--- config.mk ---
export PLATFORM = sky130hd
export DESIGN_NAME = spi_counter_rx_flat
export DESIGN_NICKNAME = d
export VERILOG_FILES = /design/src/rtl/spi_counter_rx_if.sv /design/src/rtl/spi_counter_rx.sv /design/src/flat_wrapper.sv
export SDC_FILE = /design/constraint.sdc
export NUM_CORES = 1
export LEC_CHECK = 0
export ABC_CLOCK_PERIOD_IN_PS = 4400
export BUFFER_PORTS_ARGS = -buffer_cell sky130_fd_sc_hd__buf_4
export CORE_UTILIZATION = 60
export CTS_CLUSTER_SIZE = 16
export DETAILED_ROUTE_END_ITERATION = 10
export PLACE_DENSITY = 0.84
export SLEW_MARGIN = 20
export SYNTH_ARGS = -nofsm -noshare
export SYNTH_HDL_FRONTEND = slang
export SYNTH_SLANG_ARGS = --single-unit
export TNS_END_PERCENT = 100
--- constraint.sdc ---
create_clock -name clk -period 4.4 [get_ports clk]
set_input_delay 0.44 -clock clk [delete_from_list [all_inputs] [get_ports clk]]
set_output_delay 0.44 -clock clk [all_outputs]
set_load 0.005 [all_outputs]
--- src/rtl/spi_counter_rx_if.sv ---
//------------------------------------------------------------------------------
// Module      : spi_counter_rx_if
// Description : Four-wire SPI bus between the counter SPI master and the
//               spi_counter_rx slave receiver.
//               sclk : SPI clock, idle low (master -> slave)
//               mosi : serial data, master -> slave
//               ss   : slave select, active low (master -> slave)
//               miso : serial data, slave -> master
// Revision    : 1.0 - initial release
//------------------------------------------------------------------------------
`default_nettype none

interface spi_counter_rx_if;
    logic sclk;
    logic mosi;
    logic ss;
    logic miso;

    modport master (
        output sclk,
        output mosi,
        output ss,
        input  miso
    );

    modport slave (
        input  sclk,
        input  mosi,
        input  ss,
        output miso
    );
endinterface

`default_nettype wire

--- src/rtl/spi_counter_rx.sv ---
//------------------------------------------------------------------------------
// Module      : spi_counter_rx
// Description : SPI mode-0 slave that reassembles the two-byte counter frame
//               {2'b00, cnt[13:8]}, cnt[7:0] (MSB first) into a 14-bit value.
//               Malformed or partial frames are flagged and discarded; the
//               previously received value is shifted back on MISO.
//               All SPI inputs are asynchronous and oversampled by clk.
// Ports       : clk         - system clock
//               reset       - synchronous, active-high reset
//               spi         - SPI bus (slave modport: sclk, mosi, ss, miso)
//               o_counter   - last good received counter value
//               o_valid     - one-cycle pulse when o_counter updates
//               o_frame_err - one-cycle pulse on a discarded frame
//               o_state     - FSM state (00 IDLE, 01 RX_HIGH, 10 RX_LOW,
//                             11 DRAIN)
// Revision    : 1.0 - initial release
//------------------------------------------------------------------------------
`default_nettype none

module spi_counter_rx #(
    parameter int SYNC_STAGES = 2
) (
    input  wire logic         clk,
    input  wire logic         reset,
    spi_counter_rx_if.slave   spi,
    output logic [13:0]       o_counter,
    output logic              o_valid,
    output logic              o_frame_err,
    output logic [1:0]        o_state
);

    typedef enum logic [1:0] {
        ST_IDLE    = 2'b00,
        ST_RX_HIGH = 2'b01,
        ST_RX_LOW  = 2'b10,
        ST_DRAIN   = 2'b11
    } state_t;

    //--------------------------------------------------------------------------
    // Input synchronizers (shift in at bit 0, use the top bit)
    //--------------------------------------------------------------------------
    logic [SYNC_STAGES-1:0] r_sclk_sync;
    logic [SYNC_STAGES-1:0] r_mosi_sync;
    logic [SYNC_STAGES-1:0] r_ss_sync;

    logic w_sclk_s;
    logic w_mosi_s;
    logic w_ss_s;

    always_ff @(posedge clk) begin
        if (reset) begin
            r_sclk_sync <= '0;
            r_mosi_sync <= '0;
            r_ss_sync   <= '0;
        end else begin
            r_sclk_sync <= {r_sclk_sync[SYNC_STAGES-2:0], spi.sclk};
            r_mosi_sync <= {r_mosi_sync[SYNC_STAGES-2:0], spi.mosi};
            r_ss_sync   <= {r_ss_sync[SYNC_STAGES-2:0],   spi.ss};
        end
    end

    assign w_sclk_s = r_sclk_sync[SYNC_STAGES-1];
    assign w_mosi_s = r_mosi_sync[SYNC_STAGES-1];
    assign w_ss_s   = r_ss_sync[SYNC_STAGES-1];

    //--------------------------------------------------------------------------
    // Edge detection. Edge strobes are registered so the FSM acts exactly
    // SYNC_STAGES+2 cycles after a raw pin transition; mosi is delayed by the
    // same amount so it lines up with the sclk rising strobe.
    //--------------------------------------------------------------------------
    logic r_sclk_d;
    logic r_ss_d;
    logic r_sclk_rise;
    logic r_sclk_fall;
    logic r_ss_rise;
    logic r_ss_fall;
    logic r_mosi_q;

    always_ff @(posedge clk) begin
        if (reset) begin
            r_sclk_d    <= 1'b0;
            r_ss_d      <= 1'b0;
            r_sclk_rise <= 1'b0;
            r_sclk_fall <= 1'b0;
            r_ss_rise   <= 1'b0;
            r_ss_fall   <= 1'b0;
            r_mosi_q    <= 1'b0;
        end else begin
            r_sclk_d    <= w_sclk_s;
            r_ss_d      <= w_ss_s;
            r_sclk_rise <= w_sclk_s & ~r_sclk_d;
            r_sclk_fall <= ~w_sclk_s & r_sclk_d;
            r_ss_rise   <= w_ss_s & ~r_ss_d;
            r_ss_fall   <= ~w_ss_s & r_ss_d;
            r_mosi_q    <= w_mosi_s;
        end
    end

    //--------------------------------------------------------------------------
    // Receive FSM and datapath registers
    //--------------------------------------------------------------------------
    state_t      r_state;
    logic [2:0]  r_bit_cnt;
    logic [7:0]  r_shift;
    logic [7:0]  r_hi_byte;
    logic [15:0] r_tx;
    logic [13:0] r_counter;
    logic        r_valid;
    logic        r_frame_err;

    state_t      w_state_nxt;
    logic [2:0]  w_bit_cnt_nxt;
    logic [7:0]  w_shift_nxt;
    logic [7:0]  w_hi_byte_nxt;
    logic [15:0] w_tx_nxt;
    logic [13:0] w_counter_nxt;
    logic        w_valid_nxt;
    logic        w_frame_err_nxt;
    logic [7:0]  w_shift_in;

    always_ff @(posedge clk) begin
        if (reset) begin
            r_state     <= ST_IDLE;
            r_bit_cnt   <= 3'd0;
            r_shift     <= 8'd0;
            r_hi_byte   <= 8'd0;
            r_tx        <= 16'd0;
            r_counter   <= 14'd0;
            r_valid     <= 1'b0;
            r_frame_err <= 1'b0;
        end else begin
            r_state     <= w_state_nxt;
            r_bit_cnt   <= w_bit_cnt_nxt;
            r_shift     <= w_shift_nxt;
            r_hi_byte   <= w_hi_byte_nxt;
            r_tx        <= w_tx_nxt;
            r_counter   <= w_counter_nxt;
            r_valid     <= w_valid_nxt;
            r_frame_err <= w_frame_err_nxt;
        end
    end

    always_comb begin
        w_state_nxt     = r_state;
        w_bit_cnt_nxt   = r_bit_cnt;
        w_shift_nxt     = r_shift;
        w_hi_byte_nxt   = r_hi_byte;
        w_tx_nxt        = r_tx;
        w_counter_nxt   = r_counter;
        w_valid_nxt     = 1'b0;
        w_frame_err_nxt = 1'b0;
        w_shift_in      = {r_shift[6:0], r_mosi_q};

        if (r_ss_rise) begin
            // Deselect ends any frame. In RX_LOW at least eight bits have
            // arrived, so that is always a partial frame; in RX_HIGH only a
            // non-zero bit count makes it one.
            if ((r_state == ST_RX_LOW) ||
                ((r_state == ST_RX_HIGH) && (r_bit_cnt != 3'd0))) begin
                w_frame_err_nxt = 1'b1;
            end
            w_state_nxt = ST_IDLE;
        end else if (r_ss_fall) begin
            w_state_nxt   = ST_RX_HIGH;
            w_bit_cnt_nxt = 3'd0;
            w_tx_nxt      = {2'b00, r_counter};
        end else begin
            // MISO shifts on every falling edge while selected; in DRAIN this
            // just empties the register.
            if (r_sclk_fall && (r_state != ST_IDLE)) begin
                w_tx_nxt = {r_tx[14:0], 1'b0};
            end

            unique case (r_state)
                ST_RX_HIGH: begin
                    if (r_sclk_rise) begin
                        w_shift_nxt   = w_shift_in;
                        w_bit_cnt_nxt = r_bit_cnt + 3'd1;
                        if (r_bit_cnt == 3'd7) begin
                            w_hi_byte_nxt = w_shift_in;
                            w_state_nxt   = ST_RX_LOW;
                        end
                    end
                end
                ST_RX_LOW: begin
                    if (r_sclk_rise) begin
                        w_shift_nxt   = w_shift_in;
                        w_bit_cnt_nxt = r_bit_cnt + 3'd1;
                        if (r_bit_cnt == 3'd7) begin
                            if (r_hi_byte[7:6] == 2'b00) begin
                                w_counter_nxt = {r_hi_byte[5:0], w_shift_in};
                                w_valid_nxt   = 1'b1;
                            end else begin
                                w_frame_err_nxt = 1'b1;
                            end
                            w_state_nxt = ST_DRAIN;
                        end
                    end
                end
                default: begin
                    // IDLE and DRAIN ignore SCLK edges.
                end
            endcase
        end
    end

    //--------------------------------------------------------------------------
    // Outputs. MISO is gated by the FSM state rather than the synchronized ss
    // so that a stale TX bit never shows between the ss fall and the TX load.
    //--------------------------------------------------------------------------
    assign spi.miso    = (r_state != ST_IDLE) ? r_tx[15] : 1'b0;
    assign o_counter   = r_counter;
    assign o_valid     = r_valid;
    assign o_frame_err = r_frame_err;
    assign o_state     = r_state;

endmodule

`default_nettype wire

--- src/flat_wrapper.sv ---
// flat-port wrapper written by rule: the top's interface ports become plain ports
module spi_counter_rx_flat 
#(
    parameter int SYNC_STAGES = 2
)
  (clk, reset, o_counter, o_valid, o_frame_err, o_state, spi_sclk, spi_mosi, spi_ss, spi_miso);
  spi_counter_rx_if spi_i ();
  input  wire logic clk;
  input  wire logic reset;
  output logic [13:0] o_counter;
  output logic o_valid;
  output logic o_frame_err;
  output logic [1:0] o_state;
  input wire logic [$bits(spi_i.sclk)-1:0] spi_sclk;
  input wire logic [$bits(spi_i.mosi)-1:0] spi_mosi;
  input wire logic [$bits(spi_i.ss)-1:0] spi_ss;
  output wire logic [$bits(spi_i.miso)-1:0] spi_miso;
  assign spi_i.sclk = spi_sclk;
  assign spi_i.mosi = spi_mosi;
  assign spi_i.ss = spi_ss;
  assign spi_miso = spi_i.miso;
  spi_counter_rx #(.SYNC_STAGES(SYNC_STAGES)) u_core (.clk(clk), .reset(reset), .spi(spi_i), .o_counter(o_counter), .o_valid(o_valid), .o_frame_err(o_frame_err), .o_state(o_state));
endmodule
==> impl_metrics.tcl, run 1 <==
set metrics [dict create \
    syn-num-nets 288 \
    final_cells 345 \
    synth_edf_count 0 \
    timing.hold.ws_ns 0.313 \
    hold_buffers 0 \
    fin_util_pct 70.3 \
    core-area_um2 4440 \
    grt_remaining_overflow 0 \
    irDropWorstVdd_uv 218 \
    io_buffers 23 \
    syn_to_final_growth_pct 9.90 \
    placed_cells 331 \
    num_vias 1991 \
    synth_seq_cells 65 \
    ys_warn_count 0 \
    crit_end "u_core.r_tx[8]" \
    grt_max_degree 73 \
    routedWlPerCell_um 14.9 \
    cts_tree "built" \
    dr.pass1.iters 6 \
    yosysSeqAreaShare_pct 45.8 \
    post-cts-setup-buffer-count 0 \
    antenna_found_initial 0 \
    hold_viol_final 0 \
    mostFrequentLayoutCell "dfxtp_1" \
    synth_ff_type "dfxtp_1" \
    preCtsSetupSlack_ns 2.43 \
    mostFrequentLayoutCells "65 x dfxtp_1, 39 x nand2b_1, 29 x mux2i_1" \
    via_per_inst 5.77 \
    max_freq_mhz 495 \
    place_hpwl_um 3360 \
    grt_pass1_wl_um 8910 \
    r2r-end "u_core.r_tx[8]" \
    insertion_delay_ns 0.34 \
    required_ns 4.64 \
    avgSynthCellArea_um2 10.4 \
    drive_gt1_share_pct 18.4 \
    ys_types 34 \
    clk_pin_slew_ns 0.07 \
    setup_viol 0 \
    rsz0062_at_grt "no" \
    finalPower_mw 1.04 \
    io_pins 24 \
    r2r_slack_ns 2.38 \
    syn-instance-count 274 \
    cts_buffers 9 \
    slew_headroom_pct 41.2 \
    cts_htree_levels 3 \
    postLayoutCellArea_um2 3130 \
    drc 0 \
    drt_iter0_drc 189 \
    worstSetupPathType "flip-flop to flip-flop" \
    grt_pass1_vias 1891 \
    setup_ws_ns 2.38 \
    hold_path.class "input port to flip-flop" \
    syn_area_um2 2840 \
    p_leak_nw 1.21 \
    initial_utilization_pct 64.0 \
    grt_usage_pct 23.1 \
    critPathMaxFanout 15 \
    cts_root_buf "clkbuf_8" \
    worstRegToRegCells 5 \
    clock_skew_ns 0.0102 \
    placed_area_um2 2980 \
    worstMarginPinSlew_ns 0.881 \
    powerDensity_nw_per_um2 331 \
    drtAntennaViolNets 0 \
    wirelength_um 5130 \
    end_kind "flip-flop" \
    critPathArrivalTime_ns 2.26 \
    layout.nets 304 \
    gp_congestion 0.748 \
    maxSlewViolCount 0 \
    dieArea_um2 5020 \
    r2r_start "u_core.o_state[1]" \
    cap_viol_max_count 0 \
    die_w_um 70.8 \
    cts_sinks 65 \
    fillers 351 \
    cp-startpoint "u_core.o_state[1]" \
    die_h_um 70.8 \
    start_kind "flip-flop" \
    period_minus_slack_ns 2.02 \
    num_antenna_cells 0 \
    period_share_pct 45.9 \
    status "completed" \
    setup_tns_ns 0 \
    clock_path_buffers 2 \
    async_flop_share_pct 0 \
    post_cts_resized 0 \
    placementRows 24 \
]
==> Yosys cell counts, types with 2 or more instances <==
cell | count | area (um^2)
mux2_2 | 14 | 158
ha_1 | 9 | 113
and4bb_1 | 2 | 25.0
and3_1 | 2 | 12.5
o21ai_0 | 3 | 15.0
nand2b_1 | 39 | 244
nor3b_1 | 2 | 15.0
a21oi_1 | 4 | 20.0
nor2b_1 | 12 | 75.1
nand3b_1 | 2 | 15.0
nand3_1 | 3 | 15.0
mux2i_1 | 29 | 290
buf_6 | 4 | 45.0
nor2_1 | 11 | 41.3
a22o_1 | 2 | 17.5
inv_1 | 17 | 63.8
dfxtp_1 | 65 | 1300
clkbuf_1 | 7 | 26.3
buf_2 | 7 | 35.0
a211oi_1 | 26 | 195
==> cell type report <==
class                      count  area, um^2  share of cell area, %
timing repair buffer          23         173                   5.52
multi-input combinational    173        1370                   43.8
inverter                      18        67.6                   2.16
clock inverter                 4        22.5                  0.721
clock buffer                  10         128                   4.08
tap                           52        65.1                   2.08
sequential                    65        1300                   41.6
==> cells by family after synthesis <==
group | Yosys count | synth area share, %
AOI/OAI and AO/OA | 43 | 11.1
adders and majority gates | 9 | 3.96
and+or+nand+nor | 78 | 17.3
buffers and inverters | 36 | 6.12
DFF | 65 | 45.8
muxes | 43 | 15.8
==> worst max-delay path, stage by stage, from the launching register on <==
cell	delay [ns]
dfxtp_1	0.41
inv_1	0.11
ha_1	0.23
nand2b_1	0.42
a21o_1	0.46
a211oi_1	0.30
==> metal layers <==
layer	part of all wire (%)	track usage, %	wire length, um
met2	46	35.5	2360
met3	3.4	5.98	174
met5	0	0	0
met1	49	30.1	2510
met4	1.6	11.8	80
==> worst min path at each step <==
stage          depth (start not counted)               endpoint       startpoint  slack (ns)
2_1_floorplan                          1     u_core.r_sclk_rise  u_core.r_sclk_d        0.38
3_3_place_gp                           1       u_core.r_ss_rise    u_core.r_ss_d        0.39
3_5_place_dp                           1     u_core.r_sclk_rise  u_core.r_sclk_d        0.39
4_1_cts                                2  u_core.r_sclk_sync[0]         spi_sclk        0.29
5_1_grt                                2    u_core.r_ss_sync[0]           spi_ss        0.31
6_report                               2  u_core.r_sclk_sync[0]         spi_sclk        0.31
==> flip-flops by register name (all words and copies together) (netlist names), 2 cells and up <==
name / flops
u_core.r_shift: 7
u_core.o_counter: 14
u_core.r_sclk_sync: 2
u_core.o_state: 2
u_core.r_mosi_sync: 2
u_core.r_tx: 16
u_core.r_ss_sync: 2
u_core.r_bit_cnt: 3
u_core.r_hi_byte: 8
==> report_power, final <==
group	switching, mW	internal (mW)	leakage [nW]	total (mW)
Clock	0.208	0.195	0.0778	0.403
Combinational	0.0155	0.0162	0.603	0.0317
Sequential	0.00573	0.595	0.526	0.601
Total	0.230	0.806	1.21	1.04
Power figures use the tool's default switching activity.
==> run 2, diff against run 1 <==
--- a/config.mk
+++ b/config.mk
@@ -5,12 +5,12 @@
 export SDC_FILE = /design/constraint.sdc
 export NUM_CORES = 1
 export LEC_CHECK = 0
-export ABC_CLOCK_PERIOD_IN_PS = 4400
+export ABC_CLOCK_PERIOD_IN_PS = 2000
 export BUFFER_PORTS_ARGS = -buffer_cell sky130_fd_sc_hd__buf_4
-export CORE_UTILIZATION = 60
+export CORE_UTILIZATION = 59
 export CTS_CLUSTER_SIZE = 16
 export DETAILED_ROUTE_END_ITERATION = 10
-export PLACE_DENSITY = 0.84
+export PLACE_DENSITY = 0.83
 export SLEW_MARGIN = 20
 export SYNTH_ARGS = -nofsm -noshare
 export SYNTH_HDL_FRONTEND = slang
==> constraint.sdc (replaced) <==
create_clock -name clk -period 2 [get_ports clk]
set_input_delay 0.2 -clock clk [delete_from_list [all_inputs] [get_ports clk]]
set_output_delay 0.2 -clock clk [all_outputs]
set_load 0.005 [all_outputs]
==> impl_metrics.tcl, run 2 (same netlist as run 1, synthesis figures left out) <==
set metrics [dict create \
    status "completed" \
    period_minus_slack_ns 1.81 \
    cp-startpoint "u_core.o_state[1]" \
    clock_path_buffers 2 \
    irDropWorstVdd_uv 580 \
    largest_reg_flops 16 \
    routed.top_layer "met4" \
    antenna_found_initial 0 \
    cts_root_buf "clkbuf_8" \
    route.met2.wl_um 2370 \
    routedWlPerCell_um 14.8 \
    setup_tns_ns 0 \
    mostFrequentLayoutCells "65 x dfxtp_1, 39 x nand2b_1, 29 x mux2i_1" \
    worstSetupPathType "flip-flop to flip-flop" \
    hold_viol_final 0 \
    grt_usage_pct 23.2 \
    die_h_um 71.4 \
    post-cts-setup-buffer-count 0 \
    clock_skew_ns 0.00651 \
    initial_utilization_pct 63.1 \
    cts_sinks 65 \
    rsz0062_at_grt "no" \
    end_kind "flip-flop" \
    drt_iter0_drc 133 \
    multiInputGateArea_um2 1370 \
    maxSlewViolCount 0 \
    place_hpwl_um 3480 \
    cts_htree_levels 3 \
    finalPower_mw 2.35 \
    grt_max_degree 73 \
    grt_pass1_wl_um 9000 \
    cap_viol_max_count 0 \
    wirelength_um 5220 \
    hold_path.class "input port to flip-flop" \
    core-area_um2 4500 \
    io_buffers 23 \
    p_leak_nw 1.24 \
    num_vias 1953 \
    max_freq_mhz 553 \
    post_cts_resized 0 \
    drc 0 \
    dr_wl_met3_um 245 \
    grt_pass1_vias 1898 \
    placementRows 24 \
    drtAntennaViolNets 0 \
    layout.nets 309 \
    hold_buffers 0 \
    clk_pin_slew_ns 0.07 \
    placed_area_um2 3030 \
    cts_tree "built" \
    critPathMaxFanout 8 \
    regArea_um2 1300 \
    start_kind "flip-flop" \
    period_share_pct 90.5 \
    via_per_inst 5.55 \
    critPathArrivalTime_ns 2.01 \
    fillers 330 \
    required_ns 2.20 \
    drive_gt1_share_pct 20.3 \
    syn_to_final_growth_pct 12.5 \
    num_antenna_cells 0 \
    top_register "u_core.r_tx" \
    worstMarginPinSlew_ns 0.610 \
    slew_headroom_pct 59.4 \
    cts_buffers 9 \
    postLayoutCellArea_um2 3200 \
    powerDensity_nw_per_um2 736 \
    dr.pass1.iters 5 \
    die_w_um 71.4 \
    insertion_delay_ns 0.34 \
    gp_congestion 0.815 \
    mostFrequentLayoutCell "dfxtp_1" \
    grt_remaining_overflow 0 \
    io_pins 24 \
    m1WireLength_um 2540 \
    r2r_start "u_core.o_state[1]" \
    dieArea_um2 5100 \
    setup_viol 0 \
    min_from "spi_mosi" \
]
## run 2: cell count changes in the layout (fill, tap and decap cells not counted), sizes merged
cell    change
clkbuf      +1
buf         +5
clkinv      +1
## run 2: per-stage QoR
step	instances	hold WS (ns)	setup WS, ns	utilization, %
after CTS	352	0.0594	0.203	71.0
after floorplan	274	0.328	0.382	-
after global routing	352	0.0660	0.0222	71.0
after global placement	336	0.388	0.279	67.2
after detailed placement	336	0.396	0.220	67.2
final	352	0.0748	0.190	71.0
## run 2: area by class of cell
| class | instances | share of cell area, % |
|---|---|---|
| clock buffer | 11 | 4.42 |
| clock inverter | 5 | 0.978 |
| inverter | 18 | 2.11 |
| multi-input combinational | 173 | 42.8 |
| sequential | 65 | 40.7 |
| tap | 52 | 2.03 |
| timing repair buffer | 28 | 6.96 |
## run 2: worst paths after layout
check | to | slack, ns | cells past startpoint
setup / recovery | u_core.r_shift[1] | 0.19 | 5
hold / removal | u_core.r_mosi_sync[0] | 0.07 | 2
setup reg to reg | u_core.r_shift[1] | 0.19 | 5
hold reg to reg | u_core.r_sclk_rise | 0.40 | 1
## run 2: layer usage
| metal | global-route usage [%] | vias to the layer above |
|---|---|---|
| met5 | 0 | - |
| met4 | 10.0 | 0 |
| met3 | 6.33 | 5 |
| met2 | 36.5 | 46 |
| met1 | 30.2 | 913 |
| li1 | - | 989 |
## run 2: power by group
| group | switching [mW] | internal [mW] |
|---|---|---|
| sequential | 0.00834 | 1.31 |
| combinational | 0.0396 | 0.0375 |
| clock | 0.481 | 0.479 |
| total | 0.529 | 1.83 |
## run 2: worst max-delay path, cell delays in order, from the launching register on
cell	delay, ns
dfxtp_1	0.41
inv_1	0.10
ha_1	0.33
and4bb_1	0.51
mux2i_1	0.27
nor2_1	0.05
==> run 3, diff against run 2 <==
--- a/config.mk
+++ b/config.mk
@@ -10,7 +10,8 @@
 export CORE_UTILIZATION = 59
 export CTS_CLUSTER_SIZE = 16
 export DETAILED_ROUTE_END_ITERATION = 10
-export PLACE_DENSITY = 0.83
+export PLACE_DENSITY = 0.76
+export SKIP_LAST_GASP = 1
 export SLEW_MARGIN = 20
 export SYNTH_ARGS = -nofsm -noshare
 export SYNTH_HDL_FRONTEND = slang
==> impl_metrics.tcl, run 3 (same netlist as run 1, synthesis figures left out) <==
set metrics [dict create \
    powerDensity_nw_per_um2 885 \
    worstSetupPathType "flip-flop to flip-flop" \
    drt_iter0_drc 94 \
    setup_ws_ns 0.193 \
    placementRows 24 \
    setup_viol 0 \
    num_vias 1941 \
    insertion_delay_ns 0.34 \
    place_hpwl_um 3560 \
    grt_pass1_vias 1837 \
    drive_gt1_share_pct 20.4 \
    grt_usage_pct 23.7 \
    min_from "spi_sclk" \
    r2r_start "u_core.o_state[1]" \
    crit_buf_inv 1 \
    start_kind "flip-flop" \
    die_h_um 71.4 \
    syn_to_final_growth_pct 15.8 \
    fillers 352 \
    min_path_cells 2 \
    max_freq_mhz 553 \
    multiInputGateArea_um2 1370 \
    p_int_mw 2.37 \
    drc 0 \
    antenna_found_initial 0 \
    hold_buffers 0 \
    maxSlewViolCount 0 \
    cts_sinks 65 \
    end_kind "flip-flop" \
    grt_remaining_overflow 0 \
    required_ns 2.23 \
    hold_viol_final 0 \
    wirelength_um 5510 \
    layout.nets 308 \
    irDropWorstVdd_uv 516 \
    grt_pass1_wl_um 9150 \
    dr.pass1.iters 4 \
    cts_buffers 9 \
    cp_top_family "simple AND/OR/NAND/NOR gates" \
    slew_headroom_pct 58.0 \
    switchingPower_mw 0.549 \
    die_w_um 71.4 \
    io_buffers 23 \
    period_minus_slack_ns 1.81 \
    clk_pin_slew_ns 0.07 \
    swShare_pct 18.8 \
    clock_path_buffers 2 \
    routedWlPerCell_um 15.7 \
    io_pins 24 \
    core-area_um2 4500 \
    pwr-share-clk_pct 52.1 \
    num_antenna_cells 0 \
    rsz0062_at_grt "no" \
    critPathArrivalTime_ns 2.04 \
    post_cts_resized 0 \
    path_cells "inv_1 > ha_1 > and4bb_1 > nor2b_4 > mux2_2" \
    r2r_slack_ns 0.19 \
    dieArea_um2 5100 \
    p_leak_nw 1.29 \
    cts_tree "built" \
    via_per_inst 5.53 \
    mostFrequentLayoutCell "dfxtp_1" \
    combPwrFrac_pct 2.7 \
    worstRegToRegCells 5 \
    drtAntennaViolNets 0 \
    period_share_pct 90.3 \
    setup_tns_ns 0 \
    cts_root_buf "clkbuf_8" \
    gp_congestion 0.777 \
    post-cts-setup-buffer-count 0 \
    cap_viol_max_count 0 \
    cts_htree_levels 3 \
    mostFrequentLayoutCells "65 x dfxtp_1, 39 x nand2b_1, 29 x mux2i_1" \
    status "completed" \
    critPathMaxFanout 8 \
    regArea_um2 1300 \
    crit_slowest_cell "dfxtp_1" \
    slowest_delay_ns 0.43 \
    holdPathEnd "u_core.r_sclk_sync[0]" \
    largest_reg_flops 16 \
    clock_skew_ns 0.00743 \
    preCtsSetupSlack_ns 0.241 \
    worstMarginPinSlew_ns 0.630 \
    r2r-end "u_core.r_bit_cnt[0]" \
    grt_max_degree 73 \
    hold_path.class "input port to flip-flop" \
    power_frac_seq_pct 45.2 \
    top_register "u_core.r_tx" \
    initial_utilization_pct 63.1 \
]
## run 3: worst max path at each step
| stage | start | to | slack, ns | cells after the start |
|---|---|---|---|---|
| after floorplan | u_core.o_state[0] | u_core.r_bit_cnt[0] | 0.38 | 6 |
| after global placement | u_core.o_state[1] | u_core.r_bit_cnt[0] | 0.29 | 5 |
| after detailed placement | u_core.o_state[1] | u_core.r_bit_cnt[0] | 0.24 | 5 |
| after CTS | u_core.o_state[1] | u_core.r_bit_cnt[1] | 0.21 | 5 |
| after global routing | u_core.r_ss_fall | u_core.r_tx[6] | 0.08 | 4 |
| final | u_core.o_state[1] | u_core.r_bit_cnt[0] | 0.19 | 5 |
## run 3: layout make-up
type / count / share of cell area [%]
multi-input cells: 173 / 41.5
repair buffers: 27 / 6.53
inverters: 18 / 2.05
flip-flops and latches: 65 / 39.5
clock buffers: 11 / 4.60
well taps: 52 / 1.97
clock inverters: 5 / 3.80
## run 3: metrics by stage
step,std cells,total power [mW],area [um^2],util (%),hold WS (ns)
floorplan,274,1.41,2840,-,0.328
global placement,335,1.42,3020,67.0,0.388
detailed placement,335,1.42,3020,67.0,0.397
CTS,351,2.93,3290,73.1,0.0531
global route,351,3.01,3290,73.1,0.0885
finish,351,2.92,3290,73.1,0.0653
## run 3: worst reg2reg max path, cell delays in order, from the launching register on
cell	delay [ns]
dfxtp_1	0.43
inv_1	0.12
ha_1	0.33
and4bb_1	0.36
nor2b_4	0.19
mux2_2	0.28
## run 3: power groups by stage
stage	combinational [mW]	clock, mW	sequential (mW)
4_1_cts	0.0771	1.54	1.32
6_report	0.0774	1.52	1.32
5_1_grt	0.0843	1.60	1.32
2_1_floorplan	0.0641	0	1.34
3_5_place_dp	0.0766	0	1.35
3_3_place_gp	0.0761	0	1.35
## run 3: layer usage
metal | share of wire [%] | track usage [%] | up-vias
met3 | 2.5 | 5.06 | 9
met1 | 51 | 33.5 | 918
met5 | 0 | 0 | -
li1 | - | - | 988
met4 | 1.6 | 10.7 | 0
met2 | 45 | 34.9 | 26
